[src/rtl/bcd_pkg.sv]
// Shared BCD digit type, limits and load sanitising helper for the scan counter.
package bcd_pkg;

  localparam int BCD_W = 4;

  typedef logic [BCD_W-1:0] bcd_t;

  localparam bcd_t BCD_MAX = 4'd9;
  localparam bcd_t BCD_MIN = 4'd0;

  // Non-decimal nibbles collapse to zero so the counter never holds an illegal digit.
  function automatic bcd_t bcd_sanitize(input bcd_t v);
    return (v > BCD_MAX) ? BCD_MIN : v;
  endfunction

endpackage

[src/rtl/bcd_scan_counter_digit.sv]
// One BCD digit cell: parallel load, up/down step, and terminal-value flag
// used by the parent to build the ripple-free carry chain.
module bcd_digit
  import bcd_pkg::*;
(
  input  logic clk,
  input  logic rst,
  input  logic load,
  input  bcd_t load_val,
  input  logic step,
  input  logic up,
  output bcd_t value,
  output logic term
);

  bcd_t value_q;
  bcd_t value_d;

  always_comb begin
    value_d = value_q;
    if (load) begin
      value_d = bcd_sanitize(load_val);
    end else if (step) begin
      if (up) begin
        value_d = (value_q == BCD_MAX) ? BCD_MIN : value_q + 4'd1;
      end else begin
        value_d = (value_q == BCD_MIN) ? BCD_MAX : value_q - 4'd1;
      end
    end
  end

  always_ff @(posedge clk) begin
    if (rst) begin
      value_q <= BCD_MIN;
    end else begin
      value_q <= value_d;
    end
  end

  assign value = value_q;
  assign term  = up ? (value_q == BCD_MAX) : (value_q == BCD_MIN);

endmodule

[src/rtl/bcd_scan_counter.sv]
// Multi-digit BCD up/down counter with time-multiplexed digit scan output.
// Optional leading-zero blanking is enabled by defining BCD_SCAN_LZB_EN.
module bcd_scan_counter
  import bcd_pkg::*;
#(
  parameter int DIGITS   = 4,
  parameter int SCAN_DIV = 1000
) (
  input  logic                    clk,
  input  logic                    rst,
  input  logic                    en,
  input  logic                    up,
  input  logic                    load,
  input  logic [BCD_W*DIGITS-1:0] load_val,
  output logic [BCD_W*DIGITS-1:0] count,
  output logic                    carry,
  output logic [BCD_W-1:0]        digit_bcd,
  output logic [DIGITS-1:0]       digit_sel
);

  localparam int PRE_W  = $clog2(SCAN_DIV);
  localparam int SLOT_W = (DIGITS > 1) ? $clog2(DIGITS) : 1;

  bcd_t              digit_val [DIGITS];
  logic [DIGITS-1:0] term;
  logic [DIGITS:0]   low_term;

  assign low_term[0] = 1'b1;

  generate
    for (genvar gi = 0; gi < DIGITS; gi++) begin : g_digit
      bcd_digit u_digit (
        .clk      (clk),
        .rst      (rst),
        .load     (load),
        .load_val (load_val[gi*BCD_W +: BCD_W]),
        .step     (en & low_term[gi]),
        .up       (up),
        .value    (digit_val[gi]),
        .term     (term[gi])
      );
      assign low_term[gi+1]             = low_term[gi] & term[gi];
      assign count[gi*BCD_W +: BCD_W]   = digit_val[gi];
    end
  endgenerate

`ifdef BCD_SCAN_LZB_EN
  // hz[i]: digit i and everything above it is zero; digit 0 is forced visible.
  logic [DIGITS:0] hz;
  assign hz[DIGITS] = 1'b1;
  assign hz[0]      = 1'b0;
  generate
    for (genvar gi = 1; gi < DIGITS; gi++) begin : g_hz
      assign hz[gi] = hz[gi+1] & (digit_val[gi] == BCD_MIN);
    end
  endgenerate
`endif

  logic [PRE_W-1:0]  pre_q,   pre_d;
  logic [SLOT_W-1:0] slot_q,  slot_d;
  logic [DIGITS-1:0] sel_q,   sel_d;
  bcd_t              bcd_q,   bcd_d;
  logic              carry_q, carry_d;

  always_comb begin
    pre_d  = pre_q + 1'b1;
    slot_d = slot_q;
    if (pre_q == PRE_W'(SCAN_DIV - 1)) begin
      pre_d  = '0;
      slot_d = (slot_q == SLOT_W'(DIGITS - 1)) ? '0 : slot_q + 1'b1;
    end

    sel_d = '0;
    bcd_d = BCD_MIN;
    for (int i = 0; i < DIGITS; i++) begin
      if (slot_q == SLOT_W'(i)) begin
`ifdef BCD_SCAN_LZB_EN
        if (!hz[i]) begin
          sel_d[i] = 1'b1;
          bcd_d    = digit_val[i];
        end
`else
        sel_d[i] = 1'b1;
        bcd_d    = digit_val[i];
`endif
      end
    end

    // A step with every digit terminal is exactly the wrap/borrow event.
    carry_d = en & ~load & low_term[DIGITS];
  end

  always_ff @(posedge clk) begin
    if (rst) begin
      pre_q   <= '0;
      slot_q  <= '0;
      sel_q   <= DIGITS'(1);
      bcd_q   <= BCD_MIN;
      carry_q <= 1'b0;
    end else begin
      pre_q   <= pre_d;
      slot_q  <= slot_d;
      sel_q   <= sel_d;
      bcd_q   <= bcd_d;
      carry_q <= carry_d;
    end
  end

  assign carry     = carry_q;
  assign digit_bcd = bcd_q;
  assign digit_sel = sel_q;

endmodule

[config.mk]
export PLATFORM = sky130hd
export DESIGN_NAME = bcd_scan_counter
export DESIGN_NICKNAME = d
export VERILOG_FILES = /design/src/rtl/bcd_pkg.sv /design/src/rtl/bcd_scan_counter_digit.sv /design/src/rtl/bcd_scan_counter.sv
export SDC_FILE = /design/constraint.sdc
export NUM_CORES = 1
export LEC_CHECK = 0
export ABC_AREA = 1
export CAP_MARGIN = 20
export CELL_PAD_IN_SITES_DETAIL_PLACEMENT = 1
export CELL_PAD_IN_SITES_GLOBAL_PLACEMENT = 2
export CORE_ASPECT_RATIO = 1.2
export CORE_MARGIN = 4
export CORE_UTILIZATION = 25
export CTS_BUF_LIST = sky130_fd_sc_hd__clkbuf_8
export CTS_CLUSTER_SIZE = 24
export DETAILED_ROUTE_END_ITERATION = 8
export PLACE_DENSITY = 0.78
export SLEW_MARGIN = 20
export SYNTH_ARGS = -nofsm -noshare
export SYNTH_HDL_FRONTEND = slang
export SYNTH_HIERARCHICAL = 1
export SYNTH_SLANG_ARGS = --single-unit
export TNS_END_PERCENT = 50
[constraint.sdc]
create_clock -name clk -period 1.6 [get_ports clk]
set_input_delay 0.32 -clock clk [delete_from_list [all_inputs] [get_ports clk]]
set_output_delay 0.32 -clock clk [all_outputs]
set_load 0.02 [all_outputs]
## Word-level counts from Yosys, hierarchy flattened

Cells that the tools add are included.

| operators by class | value |
|---|---|
| reduce and logical (&&, ||, !) cells | 10 |
| eq/ne operators | 8 |
| magnitude comparators | 4 |
| multiplexer cells | 37 |
| bitwise gates (word level) | 9 |
| add/sub/neg operators | 10 |

Operators by type and width:

| cell | number |
|---|---|
| $mux W4 | 28 |
| $add A4 B1 Y4 const B | 4 |
| $eq A4 B4 Y1 const B | 4 |
| $gt A4 B4 Y1 const B | 4 |
| $logic_not A4 Y1 | 4 |
| $sub A4 B1 Y4 const B | 4 |
| $add A10 B1 Y10 const B | 1 |
| $eq A10 B10 Y1 const B | 1 |
| $and A1 B1 Y1 | 8 |
| $mux W1 | 8 |
| $reduce_bool A2 Y1 | 4 |
| $eq A2 B2 Y1 const B | 2 |
| $add A2 B1 Y2 const B | 1 |
| $eq A2 B1 Y1 const B | 1 |
| $logic_not A2 Y1 | 1 |
| $mux W2 | 1 |
| $reduce_or A2 Y1 | 1 |
| $not A1 Y1 | 1 |

| storage, ports and cells | value |
|---|---|
| bits in registers | 37 |
| input port bits | 21 |
| output and inout bits | 25 |
| word-level logic and storage cells | 87 |

## Logic depth before layout (Yosys ltp)

| depth | value |
|---|---|
| depth in word-level cells | 7 |
| gate-level depth with buffers | 14 |
| gate-level depth less buffers | 14 |

## Hierarchy

Netlist, hierarchy kept.

By module, submodules not included:

| module | cells an instance | sequential area each (um^2) | area each (um^2) | times used |
|---|---|---|---|---|
| bcd_digit | 66 | 80.1 | 366.6 | 4 |
| bcd_scan_counter | 129 | 420.4 | 952.2 | 1 |

## Least setup slack after synthesis

OpenSTA, ideal clock, no wires.

| timing | value |
|---|---|
| path kind | register to register |
| start point | register g_digit[0].u_digit.value_q[2] |
| end point | register g_digit[3].u_digit.value_q[2] |
| setup time | 0.070 ns |
| data required time | 1.530 ns |
| cell stages (with the launch flop) | 15 |
| slack | -0.098 ns |
| buffers on the path | 0 |
| clock period less this slack | 1.698 ns |
| arrival time | 1.628 ns |
| cells stage by stage | dfxtp_1 -> inv_1 -> nand2_1 -> nor2_1 -> nor2_2 -> a21oi_1 -> nand2_1 -> nor2_1 -> nand2_1 -> inv_1 -> nor2_1 -> inv_1 -> o21ai_0 -> inv_1 -> a21oi_1 |

| between the ends | value |
|---|---|
| cells in the longest elaborated chain, start to end | 6 |

RTL lines:

| element | RTL line | text |
|---|---|---|
| start: declaration | bcd_scan_counter_digit.sv:16 | `bcd_t value_q;` |
| start signal: assignment | bcd_scan_counter_digit.sv:36 | `value_q <= value_d;` |
| $eq A4 B4 Y1 / $logic_not A4 Y1 (equally long branches) | bcd_scan_counter_digit.sv:41 | `assign term = up ? (value_q == BCD_MAX) : (value_q == BCD_MIN);` |
| $mux W1 (*) | bcd_scan_counter_digit.sv:41 |  |
| named net low_term[1] | bcd_scan_counter.sv:26 | `logic [DIGITS:0] low_term;` |
| $and A1 B1 Y1 (*) (2 in series) | bcd_scan_counter.sv:42 | `assign low_term[gi+1] = low_term[gi] & term[gi];` |
| $and A1 B1 Y1 (*) | bcd_scan_counter.sv:37 | `.step (en & low_term[gi]),` |
| $reduce_bool A2 Y1 (no source line) (*) | n/a |  |
| end signal: assignment | bcd_scan_counter_digit.sv:36 |  |
| end: declaration | bcd_scan_counter_digit.sv:16 |  |

The timed path passes the listed nets; every way through them passes the cells marked *.
A chain may end at the register's enable or synchronous reset.

## Worst setup path in the final report

| timing | value |
|---|---|
| start point | register g_digit[1].u_digit.value_q[2] |
| end point | register g_digit[3].u_digit.value_q[0] |

| between the ends | value |
|---|---|
| cells in the longest elaborated chain, start to end | 6 |

RTL lines:

| element | RTL line | text |
|---|---|---|
| start: declaration | bcd_scan_counter_digit.sv:16 |  |
| start signal: assignment | bcd_scan_counter_digit.sv:36 |  |
| $eq A4 B4 Y1 / $logic_not A4 Y1 (equally long branches) | bcd_scan_counter_digit.sv:41 |  |
| $mux W1 (*) | bcd_scan_counter_digit.sv:41 |  |
| named net term[1] | bcd_scan_counter.sv:25 | `logic [DIGITS-1:0] term;` |
| $and A1 B1 Y1 (*) (2 in series) | bcd_scan_counter.sv:42 |  |
| $and A1 B1 Y1 (*) | bcd_scan_counter.sv:37 |  |
| $reduce_bool A2 Y1 (no source line) (*) | n/a |  |

Marks and branches as above.

==> summary.log <==
qor: critical_path.r2r.worst_path.cells 11
qor: cells_and_area.antennaDiodeCount 0
qor: critical_path.worstPathArrival 1.79 ns
qor: logic_synthesis.synthesized_flop_and_latch_total 37
qor: grt.first_pass_grt_wire_length 14700 um
qor: cells_and_area.multi_input_comb_area 1530 um2
qor: job.max_cap_viol_count 0
qor: clock_tree.cts_buffer_count 5
qor: floorplanning.num_io_pins 46
qor: place.place_area 3420 um2
qor: clock_tree.cts_buffer_depth 2
qor: clock_tree.clock_sinks 37
qor: drt.vias 2861
qor: cells_and_area.final_cell_mix nand2_1 (94), buf_4 (51), inv_1 (50)
qor: logic_synthesis.post_synth_and_or_nand_nor_area_fraction 38.3%
qor: logic_synthesis.mappedNetlistNets 419
qor: cells_and_area.area.growth.synth_to_final 49.8%
qor: grt.grt-ovfl-total 0
qor: logic_synthesis.yosys.area_share.adder 2.59%
qor: critical_path.setup.reg_to_reg.worst_slack -0.004 ns
qor: timing.final_critical_path_setup_slack -0.00364 ns
qor: drt.detail_route.vias_per_cell 4.60
qor: cells_and_area.ff_latch_area 758 um2
qor: place.dp_hpwl 6960 um
qor: pwr.max-vdd-ir-drop 0.325 mV
qor: logic_synthesis.synth_xor_xnor_area_share 1.45%
qor: drt.wl_met1 3700 um
qor: logic_synthesis.netlist_instances 393
qor: critical_path.critical_path_required 1.78 ns
qor: cells_and_area.final_design_area_no_fill 3620 um2
qor: drt.average_routed_wire_per_standard_cell 14.1 um
qor: grt.grt_max_degree 17
qor: logic_synthesis.synth-seq-area-share 30.6%
qor: status.run_status finished, violations left
qor: critical_path.kind_of_launch_point_of_the_worst_setup_path register
qor: floorplanning.initial_utilization 25.5%
qor: hold_path.worst_hold_path_type reg -> reg
qor: critical_path.worst_path_max_fanout 3
qor: pwr.pwr_dens 649 nW/um2
qor: cells_and_area.fin_nets 524
qor: timing.maxSlewViolCount 0
qor: timing.headroom_to_the_max_slew_limit 80.8%
qor: floorplanning.floorplan.core_area 9470 um2
qor: grt.global_route.usage.total 15.9%
qor: logic_synthesis.total_of_warnings_raised_by_yosys 6
qor: pwr.design_power_total 2.35 mW
qor: timing.final.setup_skew 0.00463 ns
qor: logic_synthesis.mappedNetlistArea 2420 um2
qor: hold_path.min_path_cells 1
qor: cells_and_area.filler_cell_count 1241
qor: timing.slew_at_the_pin_closest_to_its_max_slew_limit 0.287 ns
qor: clock_tree.clockRootBuffer clkbuf_8
qor: clock_tree.tritoncts yes
qor: drt.met3RoutedLength 175 um
qor: drt.drtAntennaViolNets 0
qor: timing.final_min_period_over_clock_period 100%
qor: place.finalWeightedCongestion 0.849
qor: place.portBuffers 45
qor: floorplanning.die_h 116 um
qor: cells_and_area.mostFrequentLayoutCell nand2_1
qor: critical_path.criticalPathCategory reg -> reg
qor: logic_synthesis.synthMuxAreaShare 0%
qor: logic_synthesis.fraction_of_synthesized_cell_area_taken_by_the_top_area_cell_type 30.6%
qor: logic_synthesis.synth-compound-area-share 16.8%
qor: hold_path.hp-start pre_q[0]$_SDFF_PP0_
qor: pwr.static-leakage-power 1.77 nW
qor: critical_path.critPathCaptureType register
qor: timing.finalHoldViolations 0
qor: drt.met2_length 4770 um
qor: floorplanning.rows 39
qor: floorplanning.die_w 97.8 um
qor: drt.finalWirelength 8750 um
qor: logic_synthesis.synth.top_cells.by_area dfxtp_1 (31%), nand2_1 (16%), nand3_1 (9.7%), inv_1 (8.8%), nor2_1 (6.2%)
qor: logic_synthesis.synth.avg_cell_area 6.15 um2
qor: drt.drt_drc_violations_left 0
qor: timing.setup_viol_count_final 1
qor: logic_synthesis.ys_types 23
qor: timing.grt_setup_unrepaired yes
qor: drt.drt_first_pass_iters 4
qor: critical_path.r2r-start g_digit[1].u_digit/value[2]$_SDFFE_PP0P_
qor: timing.min_period 1.60 ns
qor: hold_path.hold_path_end pre_q[0]$_SDFF_PP0_
qor: floorplanning.die_area 11300 um2
qor: grt.antenna_violations_before_repair 0
qor: cells_and_area.drive_gt1_share 26.3%
qor: drt.highest_layer met4
qor: status.violations_in_the_final_reports negative setup slack
qor: grt.grt_pass1_vias 3047
qor: place.place_ws -0.620 ns
qor: timing.fmax 624 MHz
qor: logic_synthesis.main_combinational_cell_family_by_area_after_synthesis simple AND/OR/NAND/NOR gates
qor: clock_tree.worst_skew_pair.late_latency 0.29 ns
qor: critical_path.destination_of_the_worst_register_to_register_timing_path g_digit[3].u_digit/value[0]$_SDFFE_PP0P_
qor: clock_tree.clk_pin_slew_worst_paths 0.08 ns
qor: logic_synthesis.yosysTopAreaCell dfxtp_1
qor: drt.drt_iter0_markers 98
qor: clock_tree.h-tree-depth 2
[Yosys cell counts]
| library cell | number |
|---|---|
| inv_1 | 57 |
| xnor2_1 | 1 |
| inv_2 | 8 |
| xor2_1 | 3 |
| nand3_2 | 1 |
| nor4_1 | 2 |
| nor2_1 | 40 |
| o21ai_1 | 4 |
| a21oi_1 | 24 |
| clkinv_1 | 1 |
| or2_2 | 1 |
| ha_1 | 5 |
| nand2_1 | 100 |
| nand4_1 | 6 |
| nand3_1 | 47 |
| a21oi_2 | 8 |
| o21ai_0 | 20 |
| nand2_2 | 6 |
| o221ai_1 | 4 |
| a31oi_1 | 4 |
| nor2_2 | 10 |
| o32ai_1 | 4 |
| dfxtp_1 | 37 |
[report_power, final]
group	internal [mW]	switching [mW]	leakage [nW]
clock network	0.296	0.337	0.0491
logic	0.318	0.399	1.42
registers	0.960	0.0415	0.306
total	1.57	0.777	1.77
[repair_timing]
| item | 4_1_cts | 5_1_grt |
|---|---|---|
| buffers inserted | 2 | 1 |
| setup endpoints to repair | 26 | 15 |
| pin swaps | 3 | 9 |
| resized for setup | 27 | 34 |
| hold buffers | 0 | 0 |
[cell families (layout without fill, tap and decap cells)]
group           count (synthesis)  in the layout
compound gates                 68             68
simple gates                  213            213
buf+inv                        66            172
flops                          37             37
xor+xnor                        4              4
fa+ha+maj                       5              5
[registers in the layout, summed over array words and instances, names as in the netlist]
name and cells:
g_digit.u_digit/value 16, carry 1, pre_q 10, digit_bcd 4, digit_sel 4, slot_q 2
[through the flow]
| stage | TNS, ns | hold WS (ns) | std cells | util (%) |
|---|---|---|---|---|
| 3_3_place_gp | -4.68 | 0.443 | 611 | 36.1 |
| 2_1_floorplan | 0 | 0.375 | 393 | - |
| 5_1_grt | -0.716 | 0.495 | 622 | 38.3 |
| 6_report | -0.00364 | 0.460 | 622 | 38.3 |
| 4_1_cts | 0 | 0.466 | 621 | 37.2 |
| 3_5_place_dp | -5.75 | 0.448 | 611 | 36.1 |
[worst max-delay path by stage]
stage                                               end                                startpoint  slack [ns]
6_report       g_digit[3].u_digit/value[0]$_SDFFE_PP0P_  g_digit[1].u_digit/value[2]$_SDFFE_PP0P_      -0.004
5_1_grt        g_digit[3].u_digit/value[1]$_SDFFE_PP0P_  g_digit[1].u_digit/value[0]$_SDFFE_PP0P_       -0.14
4_1_cts        g_digit[3].u_digit/value[2]$_SDFFE_PP0P_  g_digit[0].u_digit/value[1]$_SDFFE_PP0P_       0.003
3_5_place_dp   g_digit[3].u_digit/value[2]$_SDFFE_PP0P_                                        up       -0.62
3_3_place_gp   g_digit[3].u_digit/value[2]$_SDFFE_PP0P_                                        up       -0.49
2_1_floorplan  g_digit[3].u_digit/value[3]$_SDFFE_PP0P_  g_digit[0].u_digit/value[2]$_SDFFE_PP0P_       0.003
[worst max-delay path, cell delays in order, from the launching register on]
cell and delay (ns):
dfxtp_2 0.32, inv_2 0.07, buf_4 0.11, nand3_2 0.11, a21oi_2 0.20, inv_2 0.06
nor2_4 0.15, nand2_2 0.08, inv_2 0.09, nand2_2 0.09, o221ai_2 0.16, nor2_1 0.06
[cell type report]
type	count	share of cell area, %
clock buffer	5	1.90
clock inverter	3	0.380
inverter	66	6.91
multi-input combinational	290	42.2
sequential	37	20.9
tap	123	4.25
timing repair buffer	98	23.4
[metal layers]
layer	vias up	global-route usage [%]
met2	35	31.1
met5	-	0
met4	0	4.06
met3	7	2.23
met1	1332	18.1
li1	1487	-
Note: power is estimated with default switching activity, not from simulation.
